===== src/rtl/alu_issue_decoder.sv =====
// alu_issue_decoder: ARM DP/MUL decode and ALU issue slot.
// Ports: in_* request side, out_* registered issue slot, illegal pulse.
module alu_issue_decoder #(
  parameter int MUL_CYCLES = 3
) (
  input  logic        clk,
  input  logic        rst,
  input  logic        in_valid,
  output logic        in_ready,
  input  logic [31:0] instr,
  input  logic [31:0] rn_data,
  input  logic [31:0] rm_data,
  input  logic [31:0] rs_data,
  output logic        out_valid,
  input  logic        out_ready,
  output logic [3:0]  out_alu_control,
  output logic [31:0] out_operand_a,
  output logic [31:0] out_operand_b,
  output logic [3:0]  out_rd,
  output logic        out_wr_en,
  output logic        out_set_flags,
  output logic        illegal
);

  localparam int CW = (MUL_CYCLES > 1) ? $clog2(MUL_CYCLES) : 1;

  typedef enum logic {
    IDLE,
    MUL_WAIT
  } state_e;

  state_e      state_q;
  logic [CW-1:0] cnt_q;
  logic        ov_q;
  logic        ill_q;
  logic [3:0]  ctl_q;
  logic [31:0] a_q;
  logic [31:0] b_q;
  logic [3:0]  rd_q;
  logic        we_q;
  logic        sf_q;

  logic        dec_ok;
  logic        dec_mul;
  logic [3:0]  dec_ctl;
  logic [31:0] dec_a;
  logic [31:0] dec_b;
  logic [3:0]  dec_rd;
  logic        dec_we;
  logic        dec_sf;
  logic [31:0] op2;
  logic        op2_ok;
  logic [31:0] imm32;
  logic [63:0] imm_rot;
  logic [63:0] rm_rot;
  logic [4:0]  sh;
  logic        accept;

  assign sh    = instr[11:7];
  assign imm32 = {24'b0, instr[7:0]};

  // Rotates done as a right shift of the value doubled up.
  assign imm_rot = {imm32, imm32} >> {instr[11:8], 1'b0};
  assign rm_rot  = {rm_data, rm_data} >> sh;

  always_comb begin
    op2    = '0;
    op2_ok = 1'b1;
    if (instr[25]) begin
      op2 = imm_rot[31:0];
    end else begin
      op2_ok = !instr[4];
      unique case (instr[6:5])
        2'b00: op2 = rm_data << sh;
        2'b01: op2 = (sh == 5'd0) ? '0 : rm_data >> sh;
        2'b10: op2 = (sh == 5'd0) ? {32{rm_data[31]}}
                                  : 32'($signed(rm_data) >>> sh);
        2'b11: begin
          op2 = rm_rot[31:0];
          if (sh == 5'd0) op2_ok = 1'b0;
        end
      endcase
    end
  end

  always_comb begin
    dec_ok  = 1'b0;
    dec_mul = 1'b0;
    dec_ctl = 4'b0000;
    dec_a   = rn_data;
    dec_b   = op2;
    dec_rd  = instr[15:12];
    dec_we  = 1'b1;
    dec_sf  = instr[20];
    if (instr[31:28] == 4'hF) begin
      dec_ok = 1'b0;
    end else if (instr[27:22] == 6'b0 && instr[7:4] == 4'b1001) begin
      dec_ok  = !instr[21];
      dec_mul = 1'b1;
      dec_ctl = 4'b0101;
      dec_a   = rm_data;
      dec_b   = rs_data;
      dec_rd  = instr[19:16];
    end else if (instr[27:26] == 2'b00) begin
      dec_ok = op2_ok;
      unique case (instr[24:21])
        4'b0000: dec_ctl = 4'b0000;
        4'b0001: dec_ctl = 4'b0110;
        4'b0010: dec_ctl = 4'b0011;
        4'b0011: begin
          dec_ctl = 4'b0011;
          dec_a   = op2;
          dec_b   = rn_data;
        end
        4'b0100: dec_ctl = 4'b0010;
        4'b1000: dec_ctl = 4'b0000;
        4'b1001: dec_ctl = 4'b0110;
        4'b1010: dec_ctl = 4'b0011;
        4'b1011: dec_ctl = 4'b0010;
        4'b1100: dec_ctl = 4'b0001;
        4'b1101: begin
          dec_ctl = 4'b0001;
          dec_a   = '0;
        end
        default: dec_ok = 1'b0;
      endcase
      // Compare/test ops only update flags.
      if (instr[24:23] == 2'b10) begin
        dec_we = 1'b0;
        dec_sf = 1'b1;
      end
    end
  end

  assign in_ready = (state_q == IDLE) && (!ov_q || out_ready);
  assign accept   = in_valid && in_ready;

  always_ff @(posedge clk or posedge rst) begin
    if (rst) begin
      state_q <= IDLE;
      cnt_q   <= '0;
      ov_q    <= 1'b0;
      ill_q   <= 1'b0;
      ctl_q   <= '0;
      a_q     <= '0;
      b_q     <= '0;
      rd_q    <= '0;
      we_q    <= 1'b0;
      sf_q    <= 1'b0;
    end else begin
      ill_q <= accept && !dec_ok;
      unique case (state_q)
        IDLE: begin
          if (accept) begin
            ov_q <= 1'b0;
            if (dec_ok) begin
              ctl_q <= dec_ctl;
              a_q   <= dec_a;
              b_q   <= dec_b;
              rd_q  <= dec_rd;
              we_q  <= dec_we;
              sf_q  <= dec_sf;
              if (dec_mul && MUL_CYCLES > 1) begin
                cnt_q   <= CW'(MUL_CYCLES - 1);
                state_q <= MUL_WAIT;
              end else begin
                ov_q <= 1'b1;
              end
            end
          end else if (out_ready) begin
            ov_q <= 1'b0;
          end
        end
        MUL_WAIT: begin
          if (cnt_q == CW'(1)) begin
            cnt_q   <= '0;
            ov_q    <= 1'b1;
            state_q <= IDLE;
          end else begin
            cnt_q <= cnt_q - CW'(1);
          end
        end
      endcase
    end
  end

  assign out_valid       = ov_q;
  assign out_alu_control = ctl_q;
  assign out_operand_a   = a_q;
  assign out_operand_b   = b_q;
  assign out_rd          = rd_q;
  assign out_wr_en       = we_q;
  assign out_set_flags   = sf_q;
  assign illegal         = ill_q;

endmodule

===== config.mk =====
export PLATFORM = sky130hd
export DESIGN_NAME = alu_issue_decoder
export DESIGN_NICKNAME = d
export VERILOG_FILES = /design/src/rtl/alu_issue_decoder.sv
export SDC_FILE = /design/constraint.sdc
export NUM_CORES = 1
export LEC_CHECK = 0
export CAP_MARGIN = 20
export CORE_AREA = 3 3 176 178
export CTS_CLUSTER_DIAMETER = 30
export CTS_CLUSTER_SIZE = 24
export DETAILED_ROUTE_END_ITERATION = 12
export DIE_AREA = 0 0 179 181
export SYNTH_ARGS = -nofsm -noshare
export SYNTH_HDL_FRONTEND = slang
export SYNTH_SLANG_ARGS = --single-unit

===== constraint.sdc =====
create_clock -name clk -period 2.2 [get_ports clk]
set_input_delay 0.33 -clock clk [delete_from_list [all_inputs] [get_ports clk]]
set_output_delay 0.33 -clock clk [all_outputs]
set_load 0.005 [all_outputs]

Word level (Yosys, flattened, before mapping)
Cells that the tools add are included.

Add/subtract/negate cells: 1. Shift operators: 5. Reduce and logical (&&, ||, !) cells: 22. Bitwise logic cells: 1. Eq/ne operators: 22. Mux-type cells: 51.

Operator list (number): $mux W32 (10); $pmux W32 S4 (1); $pmux W32 S2 (1); $shr A64 B5 Y32 (1); $shr A40 B5 Y32 (1); $eq A4 B4 Y1 const B (8); $shl A32 B5 Y32 (1); $shr A32 B5 Y32 (1); $sshr A32 B5 Y32 (1); $mux W1 (26); $pmux W3 S4 (1); $reduce_or A11 Y1 (1); $mux W3 (3); $eq A4 B2 Y1 const B (2); $mux W2 (4); $mux W4 (2); $eq A2 B2 Y1 const B (3); $logic_not A6 Y1 (1); $ne A2 B2 Y1 const B (3); $reduce_and A3 Y1 (2); $reduce_or A2 Y1 (3); $logic_not A5 Y1 (1); $eq A2 B1 Y1 const B (2); $eq A4 B1 Y1 const B (1); 14 further kinds (22).

Input port bits: 132. Flip-flop bits (word level): 79. Logic and storage cells: 112. Output and inout port bits: 77.

Logic depth before layout (Yosys ltp)
Gate-level depths: netlist (run 1).

Depth in word-level cells: 11. Gate-level depth with buffers: 13. Gate-level depth less buffers: 7.

Worst setup path after synthesis (run 1)
No wires, ideal clock.

Path type: in2reg. Start point: input instr[8]. End point: register a_q[2], in the netlist out_operand_a[2]. Arrival: 2536 ps. Required time: 2070 ps. Setup time: 130 ps. Path buffers: 4. Slack: -466 ps. Stages on the path: 11. Cells stage by stage: buf_6 > buf_4 > buf_4 > buf_4 > mux4_2 > a22oi_1 > o22ai_1 > o311ai_0 > o22ai_1 > a221oi_1 > a21oi_1.

Word-level cells in the longest chain between the ends: 9. Elaborated cells on any way between the ends: 22. Classes of those cells: shift (5); mux (15); reduce/logical (2).

Ends and longest elaborated chain: from (decl) (RTL line 10) `input logic [31:0] instr,`; parallel branches: the longest is 9 deep, another holds $sshr A32 B5 Y32; to (signal assigned) (RTL line 145) `a_q <= '0;`; to (signal assigned) (RTL line 158) `a_q <= dec_a;`; to (decl) (RTL line 37) `logic [31:0] a_q;`.

Parallel ways; which one is timed is not known. A chain may end at the register's enable or synchronous reset.

Worst setup path in the final report (run 1)
Start point: input instr[8]. End point: register b_q[30], in the netlist out_operand_b[30].

Word-level cells in the longest chain between the ends: 9. Elaborated cells on any way between the ends: 22. Classes of those cells: shift (5); mux (15); reduce/logical (2).

Ends and longest elaborated chain: parallel branches: the longest is 9 deep, another holds $sshr A32 B5 Y32; to (signal assigned) (RTL line 146) `b_q <= '0;`; to (signal assigned) (RTL line 159) `b_q <= dec_b;`; to (decl) (RTL line 38) `logic [31:0] b_q;`.

Parallel ways; which one is timed is not known.

==> impl_metrics.env, run 1 <==
export IMPL_status="finished, violations left"
export IMPL_violations="negative setup slack"
export IMPL_gp_congestion=1.048
export IMPL_drt_wl_total_um=70710
export IMPL_fmax_mhz=403.4
export IMPL_clock_sinks=78
export IMPL_crit_required_ns=2.44
export IMPL_vias=14884
export IMPL_r2r_end="out_rd[1]"
export IMPL_synth_compound_area_share_pct=29.40
export IMPL_io_pins=209
export IMPL_yosysMostFrequentCell="nand2_1"
export IMPL_yosys_area_top_type="dfrtp_1"
export IMPL_combPwrFrac_pct=58.2
export IMPL_rows=63
export IMPL_clockPowerShare_pct=18.4
export IMPL_tritoncts="done"
export IMPL_maxSlewHeadroom_pct=57.89
export IMPL_antenna_found_initial=5
export IMPL_vias_per_cell=6.606
export IMPL_worst_ep_arrival_time_ns=2.72
export IMPL_drtIter0Drc=2215
export IMPL_power_density_nw_per_um2=468.6
export IMPL_ys_async_sr_fraction_pct=100.0
export IMPL_final_min_clock_period_ns=2.479
export IMPL_cts_buffer_depth=2
export IMPL_grt_usage_pct=41.62
export IMPL_synth_ff_type="dfrtp_1"
export IMPL_clkLatencyLatePin_ns=0.36
export IMPL_synth_commonest_cells="159 x nand2_1, 88 x o21ai_0, 85 x clkbuf_1, 85 x nor2_1, 78 x dfrtp_1"
export IMPL_die_area_um2=32400
export IMPL_synth_top_family_by_area="compound AO/OA/AOI/OAI gates"
export IMPL_final_period_utilization_pct=112.7
export IMPL_setup_viol=55
export IMPL_clockRootBuffer="clkbuf_16"
export IMPL_intPower_mw=5.330
export IMPL_rsz0062_at_grt="yes"
export IMPL_numCtsBuffers=9
export IMPL_dpl_worst_slack_ns=-1.184
export IMPL_hold_viol_final=0
export IMPL_floorplan_initialDensity_pct=34.90
export IMPL_peakVddDrop_mv=0.3454
export IMPL_die_w_um=179
export IMPL_syn_inst=1236
export IMPL_dp_hpwl_um=54870
export IMPL_yosysTopAreaCellShare_pct=18.92
export IMPL_antenna_left=0
export IMPL_multi_input_area_um2=8931
export IMPL_synth_xor_area_share_pct=0.08491
export IMPL_fin_setup_tns_ns=-5.762
export IMPL_p_leak_nw=7.657
export IMPL_areaGrowthSynthToFinish_pct=80.57
export IMPL_tightest_slew_ns=0.6251
export IMPL_syn_nets=1369
export IMPL_seq_area_frac_synth_pct=18.92
export IMPL_wl_per_cell_um=31.38
export IMPL_dieHeight_um=181
export IMPL_hold_path_class="in -> async"
export IMPL_setup_worst_path_class="in -> reg"
export IMPL_p_sw_share_pct=38.93
export IMPL_yosys_area_share_simple_pct=18.10
export IMPL_drc_errors=0
export IMPL_worst_setup_path_end_kind="flip-flop"
export IMPL_synth_area_leaders="dfrtp_1 19%, mux4_2 14%, nand2_1 5.8%, mux4_1 4.8%, mux2_2 4.5%"
export IMPL_clock_skew_ns=0.01340
export IMPL_synthMuxAreaShare_pct=26.73
export IMPL_core_area_um2=29560
export IMPL_synth_edf_count=0
export IMPL_syn_cell_area_um2=10310
export IMPL_fillCellCount=2524
export IMPL_diodes=0
export IMPL_grt_pass1_vias=14183
export IMPL_drv_cap=0
export IMPL_nNetsFinal=1991
export IMPL_fin_ws_ns=-0.2789
export IMPL_port_buffers=207
export IMPL_grt_first_pass_wirelength_um=98700
export IMPL_worstPathMaxFanout=7
export IMPL_grt_ovfl_total=0
export IMPL_seq_area_um2=1952
export IMPL_synth_fa_ha_area_share_pct=0.1213
export IMPL_crit_path_start_kind="primary input"
export IMPL_switchingPower_mw=3.398
export IMPL_timing_rr_start="out_valid"
export IMPL_synth_cell_types=85
export IMPL_clk_pin_slew_ns=0.07
export IMPL_dr_pass1_iters=6
export IMPL_ys_warn_count=0
export IMPL_drive_gt1_share_pct=49.49
export IMPL_htreeDepth=3
export IMPL_synth_seq_cells=78
export IMPL_power_frac_seq_pct=23.4
export IMPL_syn_area_per_cell_um2=8.345
export IMPL_maxSlewViolCount=0
export IMPL_worstRegToRegCells=9
export IMPL_grt_max_degree=57
export IMPL_r2r_slack_ns=0.08
[cells by family after synthesis]
| kind of cell | count (synthesis) |
|---|---|
| compound gates | 440 |
| simple gates | 402 |
| mux | 162 |
| buf+inv | 151 |
| flops | 78 |
| fa+ha+maj | 1 |
| other cells | 1 |
| xor+xnor | 1 |
[area by class of cell]
cell class,instances,share of cell area (%)
Inverter,11,0.2620
Clock inverter,7,0.4165
Sequential cell,78,10.48
Tap cell,390,2.620
Multi-Input combinational cell,1007,47.95
Clock buffer,9,1.209
Timing Repair Buffer,751,37.06
[registers in the layout (all words and copies together), names as in the netlist]
name / cells
out_set_flags: 1
out_valid: 1
out_operand_b: 32
illegal: 1
out_wr_en: 1
out_operand_a: 32
state_q: 1
cnt_q: 2
out_rd: 4
out_alu_control: 3
[cell usage in the layout, fill, tap and decap left out, types with 25 or more instances in the layout]
cell type	instances
buf_4	427
clkdlybuf4s50_1	158
nand2_1	144
mux4_2	81
dfrtp_1	78
buf_6	72
nor2_1	68
a21oi_1	60
o21ai_0	60
nand3_1	36
mux2i_1	31
a31oi_1	30
buf_12	28
buf_2	27
o22ai_1	25
[worst max-delay path, stage by stage]
cell and delay [ns]:
clkbuf_16 0.14, buf_12 0.14, mux4_2 0.58, mux2_4 0.32
mux4_2 0.50, and2_4 0.17, o31ai_4 0.21, nor3_2 0.06
a311o_1 0.28
[routing by layer]
layer	vias up	share of wire (%)	global-route usage, %
met3	251	11	9.500
met1	7339	39	56.44
met5	-	0.058	0
met4	6	6.2	18.14
met2	1123	44	63.29
li1	6165	-	-
[worst max-delay path by stage]
stage / depth (start not counted) / from / end
2_1_floorplan: 10 / instr[8] / out_operand_b[11]
3_3_place_gp: 11 / instr[5] / out_operand_a[1]
3_5_place_dp: 10 / rm_data[1] / out_operand_a[13]
4_1_cts: 11 / instr[8] / out_operand_b[11]
5_1_grt: 11 / instr[8] / out_operand_b[11]
6_report: 9 / instr[8] / out_operand_b[30]
[timing repair]
action                                  CTS  global route
endpoints found under the hold margin     0             0
resized for setup                       340           181
gates cloned                              6             4
setup buffers                            48            39
pin swaps                                88            91
hold buffers                              0             0
endpoints found under the setup margin   73            70
[power by group through the flow]
stage	clock (mW)	sequential, mW	combinational [mW]
4_1_cts	1.60	2.03	4.65
3_3_place_gp	0	2.04	4.30
6_report	1.60	2.04	5.08
3_5_place_dp	0	2.05	4.30
2_1_floorplan	0	2.02	1.68
5_1_grt	1.66	2.07	5.27
[through the flow]
step / power (mW) / std cells / cell area [µm²] / hold slack, ns / util (%)
floorplan: 3.706 / 1236 / 10580 / 0.4583 / -
global placement: 6.334 / 2148 / 16010 / 0.4560 / 54.18
detailed placement: 6.353 / 2148 / 16010 / 0.4609 / 54.18
CTS: 8.279 / 2216 / 17620 / 0.3772 / 59.62
global route: 9.003 / 2253 / 18630 / 0.4146 / 63.01
finish: 8.728 / 2253 / 18630 / 0.3651 / 63.01
No activity file was read; power rests on OpenSTA's default activity.
==> inputs of run 2 (changes only) <==
- ABC_AREA: default -> 0
- ABC_CLOCK_PERIOD_IN_PS: default -> 2200
==> results of run 2 <==
No change in the layout: final DEF, timing and power equal those of run 1.
